File: src/rtl/clock_control_pkg.sv
// Shared types and constants for the clock control bank and its channels.
package clock_control_pkg;

    // Per-channel life cycle: OFF (output parked low), RUN (clocking),
    // STOPPING (finishing the current period before parking).
    typedef enum logic [1:0] {
        CC_OFF      = 2'd0,
        CC_RUN      = 2'd1,
        CC_STOPPING = 2'd2
    } cc_state_e;

    // Shallowest enable synchroniser that still gives metastability margin.
    localparam int CC_MIN_SYNC = 2;

endpackage : clock_control_pkg

File: src/rtl/clock_control_channel.sv
// One gated/divided clock channel: enable synchroniser, run/stop FSM,
// period counter, ratio register, divided-clock flop and the N=1 ICG latch.
// Start and stop only ever happen on period boundaries, so every pulse leaving
// the channel is full width; only an asynchronous reset may truncate a pulse.
module clock_control_channel
    import clock_control_pkg::*;
#(
    parameter int DIV_W       = 4,
    parameter int SYNC_STAGES = 2
) (
    input  logic             clk,
    input  logic             rst_n,
    input  logic             i_sw_enable,
    input  logic [DIV_W-1:0] i_div_sel,
    output logic             o_clk_out,
    output logic             o_is_enabled,
    output logic             o_busy
);

    // A request for fewer stages than the minimum is quietly raised to it.
    localparam int SYNC_N = (SYNC_STAGES < CC_MIN_SYNC) ? CC_MIN_SYNC : SYNC_STAGES;

    logic [SYNC_N-1:0] r_sync;
    logic              w_en_s;

    cc_state_e         r_state;
    cc_state_e         w_state_nxt;
    logic [DIV_W-1:0]  r_cnt;
    logic [DIV_W-1:0]  w_cnt_nxt;
    logic [DIV_W-1:0]  r_div;
    logic [DIV_W-1:0]  w_div_nxt;
    logic              w_wrap;

    logic              r_clk_div;
    logic              w_clk_div_nxt;
    logic              r_is_enabled;
    logic              r_busy;

    logic              w_gate_d;
    logic              r_gate;

    // Enable synchroniser: the only logic that samples the raw asynchronous enable.
    // NOTE: every clocked register uses <= so all flops update from pre-edge values;
    // blocking assignments here would make the shift chain collapse in simulation.
    always_ff @(posedge clk or negedge rst_n) begin
        if (!rst_n) begin
            r_sync <= '0;
        end else begin
            r_sync <= {r_sync[SYNC_N-2:0], i_sw_enable};
        end
    end

    assign w_en_s = r_sync[SYNC_N-1];
    assign w_wrap = (r_cnt == r_div);

    // Next-state, counter and ratio-capture logic.
    // NOTE: every output of this block gets a default first, so no path can
    // leave a variable unassigned and infer a latch by accident.
    always_comb begin
        w_state_nxt = r_state;
        w_cnt_nxt   = r_cnt;
        w_div_nxt   = r_div;
        unique case (r_state)
            CC_OFF: begin
                w_cnt_nxt = '0;
                if (w_en_s) begin
                    w_state_nxt = CC_RUN;
                    w_div_nxt   = i_div_sel;
                end
            end
            CC_RUN: begin
                if (!w_en_s) begin
                    if (w_wrap) begin
                        // Already on the boundary: nothing left to finish.
                        w_state_nxt = CC_OFF;
                        w_cnt_nxt   = '0;
                    end else begin
                        w_state_nxt = CC_STOPPING;
                        w_cnt_nxt   = r_cnt + 1'b1;
                    end
                end else if (w_wrap) begin
                    // Period boundary: the only point a new ratio is accepted.
                    w_cnt_nxt = '0;
                    w_div_nxt = i_div_sel;
                end else begin
                    w_cnt_nxt = r_cnt + 1'b1;
                end
            end
            CC_STOPPING: begin
                // Re-enable is ignored here; OFF must be reached first.
                if (w_wrap) begin
                    w_state_nxt = CC_OFF;
                    w_cnt_nxt   = '0;
                end else begin
                    w_cnt_nxt = r_cnt + 1'b1;
                end
            end
            default: begin
                w_state_nxt = CC_OFF;
                w_cnt_nxt   = '0;
            end
        endcase
    end

    // Divided clock is high for cnt in [0, ceil(N/2)-1], i.e. while 2*cnt <= N-1.
    // Computed from next-state values so the flop is aligned with the counter.
    assign w_clk_div_nxt = (w_state_nxt != CC_OFF) && (w_div_nxt != '0) &&
                           ({w_cnt_nxt, 1'b0} <= {1'b0, w_div_nxt});

    // Channel state registers, divided-clock flop and registered status decodes.
    // NOTE: only control registers get the async reset; there is no memory here
    // whose contents would need clearing.
    always_ff @(posedge clk or negedge rst_n) begin
        if (!rst_n) begin
            r_state      <= CC_OFF;
            r_cnt        <= '0;
            r_div        <= '0;
            r_clk_div    <= 1'b0;
            r_is_enabled <= 1'b0;
            r_busy       <= 1'b0;
        end else begin
            r_state      <= w_state_nxt;
            r_cnt        <= w_cnt_nxt;
            r_div        <= w_div_nxt;
            r_clk_div    <= w_clk_div_nxt;
            r_is_enabled <= (w_state_nxt == CC_RUN);
            r_busy       <= (w_state_nxt == CC_STOPPING);
        end
    end

    // The ratio select is folded into the latch input rather than gating the
    // output directly, so a ratio switch at a posedge cannot chop the high phase
    // already in flight; the N=1 path sees the change from the next posedge.
    assign w_gate_d = (r_state == CC_RUN) && (r_div == '0);

    // ICG latch for the undivided path: transparent while clk is low.
    // NOTE: this is the one deliberate latch; it holds the gate stable through
    // the high phase of clk so the gated pulse is never cut short.
    always_latch begin
        if (!rst_n) begin
            r_gate <= 1'b0;
        end else if (!clk) begin
            r_gate <= w_gate_d;
        end
    end

    // Each path is already low when not selected, so a plain OR merges them.
    assign o_clk_out    = r_clk_div | (clk & r_gate);
    assign o_is_enabled = r_is_enabled;
    assign o_busy       = r_busy;

endmodule : clock_control_channel

File: src/rtl/clock_control_bank.sv
// Bank of NUM_CH independent gated/divided clock channels fed from one source
// clock. rst_n asserts asynchronously; its release is expected to arrive
// already aligned to clk from the reset controller.
module clock_control_bank
    import clock_control_pkg::*;
#(
    parameter int NUM_CH      = 4,
    parameter int DIV_W       = 4,
    parameter int SYNC_STAGES = CC_MIN_SYNC
) (
    input  logic                    clk,
    input  logic                    rst_n,
    input  logic [NUM_CH-1:0]       sw_enable,
    input  logic [NUM_CH*DIV_W-1:0] div_sel,
    output logic [NUM_CH-1:0]       clk_out,
    output logic [NUM_CH-1:0]       is_enabled,
    output logic [NUM_CH-1:0]       busy
);

    // Channels share nothing but clk and rst_n.
    for (genvar g = 0; g < NUM_CH; g++) begin : g_ch
        clock_control_channel #(
            .DIV_W       (DIV_W),
            .SYNC_STAGES (SYNC_STAGES)
        ) u_ch (
            .clk          (clk),
            .rst_n        (rst_n),
            .i_sw_enable  (sw_enable[g]),
            .i_div_sel    (div_sel[g*DIV_W +: DIV_W]),
            .o_clk_out    (clk_out[g]),
            .o_is_enabled (is_enabled[g]),
            .o_busy       (busy[g])
        );
    end

endmodule : clock_control_bank
File: config.mk
export PLATFORM = sky130hd
export DESIGN_NAME = clock_control_bank
export DESIGN_NICKNAME = d
export VERILOG_FILES = /design/src/rtl/clock_control_pkg.sv /design/src/rtl/clock_control_channel.sv /design/src/rtl/clock_control_bank.sv
export SDC_FILE = /design/constraint.sdc
export NUM_CORES = 1
export LEC_CHECK = 0
export CELL_PAD_IN_SITES_DETAIL_PLACEMENT = 2
export CELL_PAD_IN_SITES_GLOBAL_PLACEMENT = 2
export CORE_ASPECT_RATIO = 0.5
export CORE_MARGIN = 2
export CORE_UTILIZATION = 34
export CTS_BUF_LIST = sky130_fd_sc_hd__clkbuf_16
export CTS_CLUSTER_SIZE = 24
export DETAILED_ROUTE_END_ITERATION = 6
export GPL_ROUTABILITY_DRIVEN = 0
export GPL_TIMING_DRIVEN = 0
export PLACE_DENSITY = 0.81
export SLEW_MARGIN = 20
export SYNTH_ARGS = -nofsm -noshare
export SYNTH_HDL_FRONTEND = slang
export SYNTH_SLANG_ARGS = --single-unit
File: constraint.sdc
create_clock -name clk -period 2.6 [get_ports clk]
set_input_delay 0.65 -clock clk [delete_from_list [all_inputs] [get_ports clk]]
set_output_delay 0.65 -clock clk [all_outputs]
set_load 0.01 [all_outputs]
-- Word-level counts from Yosys, hierarchy flattened
Index checks and enable logic that the tools add are counted.
- flip-flop bits (word level): 60
- bits in latches: 4
- bits of input ports: 22
- output and inout port bits: 12
- word-level logic and storage cells: 154
- add/subtract/negate cells: 4
- magnitude comparators: 4
- equal/unequal tests: 20
- muxes and demuxes: 54
- bitwise gates (word level): 8
- reductions and logical operators: 32
- operators with widths (operator ; count):
    4-bit two-way mux ; 20
    2-bit two-way mux ; 16
    4-bit case mux with 2 select lines ; 4
    2-bit case mux with 3 select lines ; 4
    5-bit by 4-bit less-or-equal comparator with 1-bit output ; 4
    4-bit by 1-bit adder with 4-bit output, second input constant ; 4
    2-bit by 1-bit equality test with 1-bit output, second input constant ; 8
    2-bit equality test, second input constant ; 8
    4-bit equality test ; 4
    4-bit logical NOT ; 4
    4-bit nonzero test ; 4
    1-bit logical AND ; 12
    1-bit two-way mux ; 10
    2-bit logical NOT ; 4
    2-bit nonzero test ; 4
    2-bit OR reduction ; 4
    1-bit AND ; 4
    1-bit bitwise OR ; 4

-- Logic depth before layout (Yosys ltp)
- depth in word-level cells: 7
- mapped depth: 11
- depth with buffers taken out: 11

-- Modules after synthesis
Synthesis repeated with hierarchy kept, for this count alone.
- cell total of the unflattened synthesis: 371
- area, all modules: 3796.1 µm²
- by module, submodules not included (module ; times used ; cells an instance ; area an instance (µm²) ; seq. area each (µm²)):
    clock_control_channel at g_ch[0].u_ch ... ; 3 ; 94 ; 939.7 ; 375.4
    clock_control_channel at g_ch[3].u_ch ; 1 ; 89 ; 977.2 ; 375.4

==> impl_results.md <==
- Storage cell area: between 1500 and 2000 sq um
- Setup TNS: -2.74 ns
- Avg Inst Size Synth: 9.96 sq um
- Reg2reg setup slack: -0.24 ns
- Top post-synthesis cells by area: dfrtp_1, ha_1, xnor2_1
- Rows: 27
- CP endpoint kind: output port
- First-pass GRT wire length: ~22000 um
- RSZ-0062 raised after global routing: yes
- Final Hold Fails: 0
- Finish-stage setup viols: 7
- Die area: approximately 12000 sq um
- Design area: 5550 sq um
- Yosys reg bits: between 60 and 70
- WP data required: slightly below 2 ns
- Synth Flop Type: dfrtp_1
- Final worst clock skew: around 0.050 ns
- Post-DR wirelength/cell: about 27 um
- Synth Warn #: 0
- Die Y: a little under 80 um
- I/O Buffers: 33
- Total track usage: between 20% and 30%
- Leak Pwr: about 2.6 nW
- CTS tree: built
- Initial Utilization: 34.6%
- Setup ws final: -0.642 ns
- Multi-input combinational cell area: ~2300 sq um
- Via count: ~3600
- Crit path arrival time: 2.59 ns
- Pin count of the biggest net entering global routing: 39
- Met3 Usage GRT: a little over 9%
- Via-per-instance ratio: ~5.8
- Area leader, netlist: dfrtp_1
- Max-Cap Viols: 0
- GRT busiest layer: met2
- Syn Inst Count: between 300 and 400
- Congestion Overflow GR: 0
- Hold/Removal Path Class: primary input to clock gate
- Synth cell types: 49
- Die extent in x: around 150 um
- Async S/R FF share, synth: a little over nine tenths
- Grt met1 use: 26.9%
- Clock-pin slew on the worst setup and hold paths: ~0.030 ns
- Total Wirelength: around 17000 um
- Initial DRC Count: roughly 170
- Post-route ant nets: 0
- Fillers: ~1100
- Cell Area, Placed: 4320 sq um
- PwrDens: around 1500 nW/um^2
- Placeable Area: 10900 sq um
- DRC Markers: 0
- Syn Std Cell Area: 3780 sq um
- Maximum VDD drop: approximately 530 uV
- Fraction of layout cells with a size suffix above 1: between 30% and 40%
- Setup crit start kind: latch
- Vias in the first global route: a little under 4000
- Worst Path Class, Setup: latch to output port
- # IOs: 34
- Layout net count: between 500 and 600
- Final max-slew violation count: 0
- P&R area growth vs syn: 47.1%
- Slew margin rel.: a little under three fifths
- Top cell type's share of synthesized area: 39.8%
- Antenna violations before repair: 0
- Most frequent cells in the layout: dfrtp_1, buf_4, ha_1, clkdlybuf4s50_1
- Worst-Margin Slew: ~0.67 ns
- CP max FO: 1
- # diodes: 0
- Clock latency on the worst-skew pair: 0.61 ns
- Status: finished, violations left
- First-pass DRT Iterations: 4
- DP Wirelength: roughly 7600 um
- Syn_nets: roughly 430
- GR Util met2: 43.4%
- Commonest non-fill, non-tap cell in the layout: dfrtp_1
- Failing checks: negative setup slack
- Post-synth EDFFs: 0
cell families after synthesis:
kind of cell,count (synthesis),share of synthesized area (%)
simple gates,104,14.1
fa+ha+maj,32,10.6
flops,60,39.8
buf+inv,46,5.96
mux,6,1.76
xor+xnor,24,5.57
latches,4,1.59
compound gates,103,20.7
cells in the mapped netlist, types with 2 or more instances:
master / number
a221o_1: 8
ha_1: 32
o211a_1: 3
o21ai_0: 13
and2_1: 10
dlxtp_1: 4
clkbuf_1: 7
a211oi_1: 3
dfrtp_1: 60
buf_4: 12
o21a_1: 2
nand2_1: 24
or4_1: 2
and4_1: 2
a221oi_1: 12
nor4_1: 2
a31oi_1: 4
o22ai_1: 4
mux2_2: 5
xnor2_1: 17
a22oi_1: 10
and3_1: 17
nor2_1: 27
inv_1: 26
o21ai_1: 3
nand4_1: 3
a21oi_1: 8
xor2_1: 7
a22o_1: 11
a21o_1: 12
nor3_1: 5
nand3_1: 7
final timing paths:
kind	cells after the start	end	startpoint
max	3	clk_out[0]	g_ch[0].u_ch.r_gate$_DLATCH_P_
min	3	clock gate	rst_n
max reg2reg	9	g_ch[3].u_ch.r_clk_div$_DFF_PN0_	g_ch[3].u_ch.r_cnt[1]$_DFF_PN0_
min reg2reg	0	g_ch[3].u_ch.r_sync[1]$_DFF_PN0_	g_ch[3].u_ch.r_sync[0]$_DFF_PN0_
max in group gated	3	clock gate	rst_n
max in group asynchronous	2	g_ch[2].u_ch.r_state[1]$_DFF_PN0_	rst_n
min in group asynchronous	2	g_ch[2].u_ch.o_busy$_DFF_PN0_	rst_n
min in group clk	2	g_ch[3].u_ch.r_gate$_DLATCH_P_	rst_n
power by group:
part | internal [mW] | leakage [nW] | total, mW | switching (mW)
clock network | 1.76 | 0.406 | 2.54 | 0.777
registers | 1.31 | 0.770 | 1.77 | 0.455
logic | 1.90 | 1.39 | 4.25 | 2.35
layout make-up:
cell class              count  area share (%)
plain buffers              14            1.89
clock buffers              29            12.1
clock inverters             8            1.13
inverters                  26            1.76
multi-input cells         269            41.6
flip-flops and latches     64            28.4
well taps                 145            3.27
repair buffers             61            9.84
critical path, stage by stage, from the launching register on:
cell and delay (ns):
dlxtp_1 0, dlxtp_1 0.39, a21o_1 0.14, buf_6 0.11
registers in the layout, indices dropped and copies added (netlist names):
register,cells
g_ch.u_ch.r_clk_div,4
g_ch.u_ch.r_sync,8
g_ch.u_ch.o_is_enabled,4
g_ch.u_ch.r_cnt,16
g_ch.u_ch.o_busy,4
g_ch.u_ch.r_div,16
g_ch.u_ch.r_state,8
g_ch.u_ch.r_gate,4
metal layers:
metal  share of wire [%]  vias to the layer above
met5                   0                        -
met4                 4.8                        0
met3                 4.0                       73
met2                  51                      127
met1                  41                     1846
li1                    -                     1553
timing repair:
item,CTS,global route
gates resized for setup,57,41
hold endpoints to repair,7,0
hold buffers,3,0
pin swaps,18,27
buffers inserted,16,12
setup endpoints to repair,8,8
metrics by stage:
| stage | power, mW | hold slack [ns] | utilization (%) | worst slack (ns) | instances |
|---|---|---|---|---|---|
| floorplan | 3.73 | -0.650 | - | 0.0118 | 379 |
| global placement | 4.51 | 0.334 | 39.4 | -1.58 | 557 |
| detailed placement | 4.68 | -0.132 | 39.6 | -0.774 | 558 |
| CTS | 7.70 | 0.00298 | 48.2 | -0.568 | 604 |
| global route | 8.99 | 0.0321 | 50.9 | -0.727 | 616 |
| finish | 8.56 | 0.00451 | 50.9 | -0.642 | 616 |
Note: power is estimated with default switching activity, not from simulation.
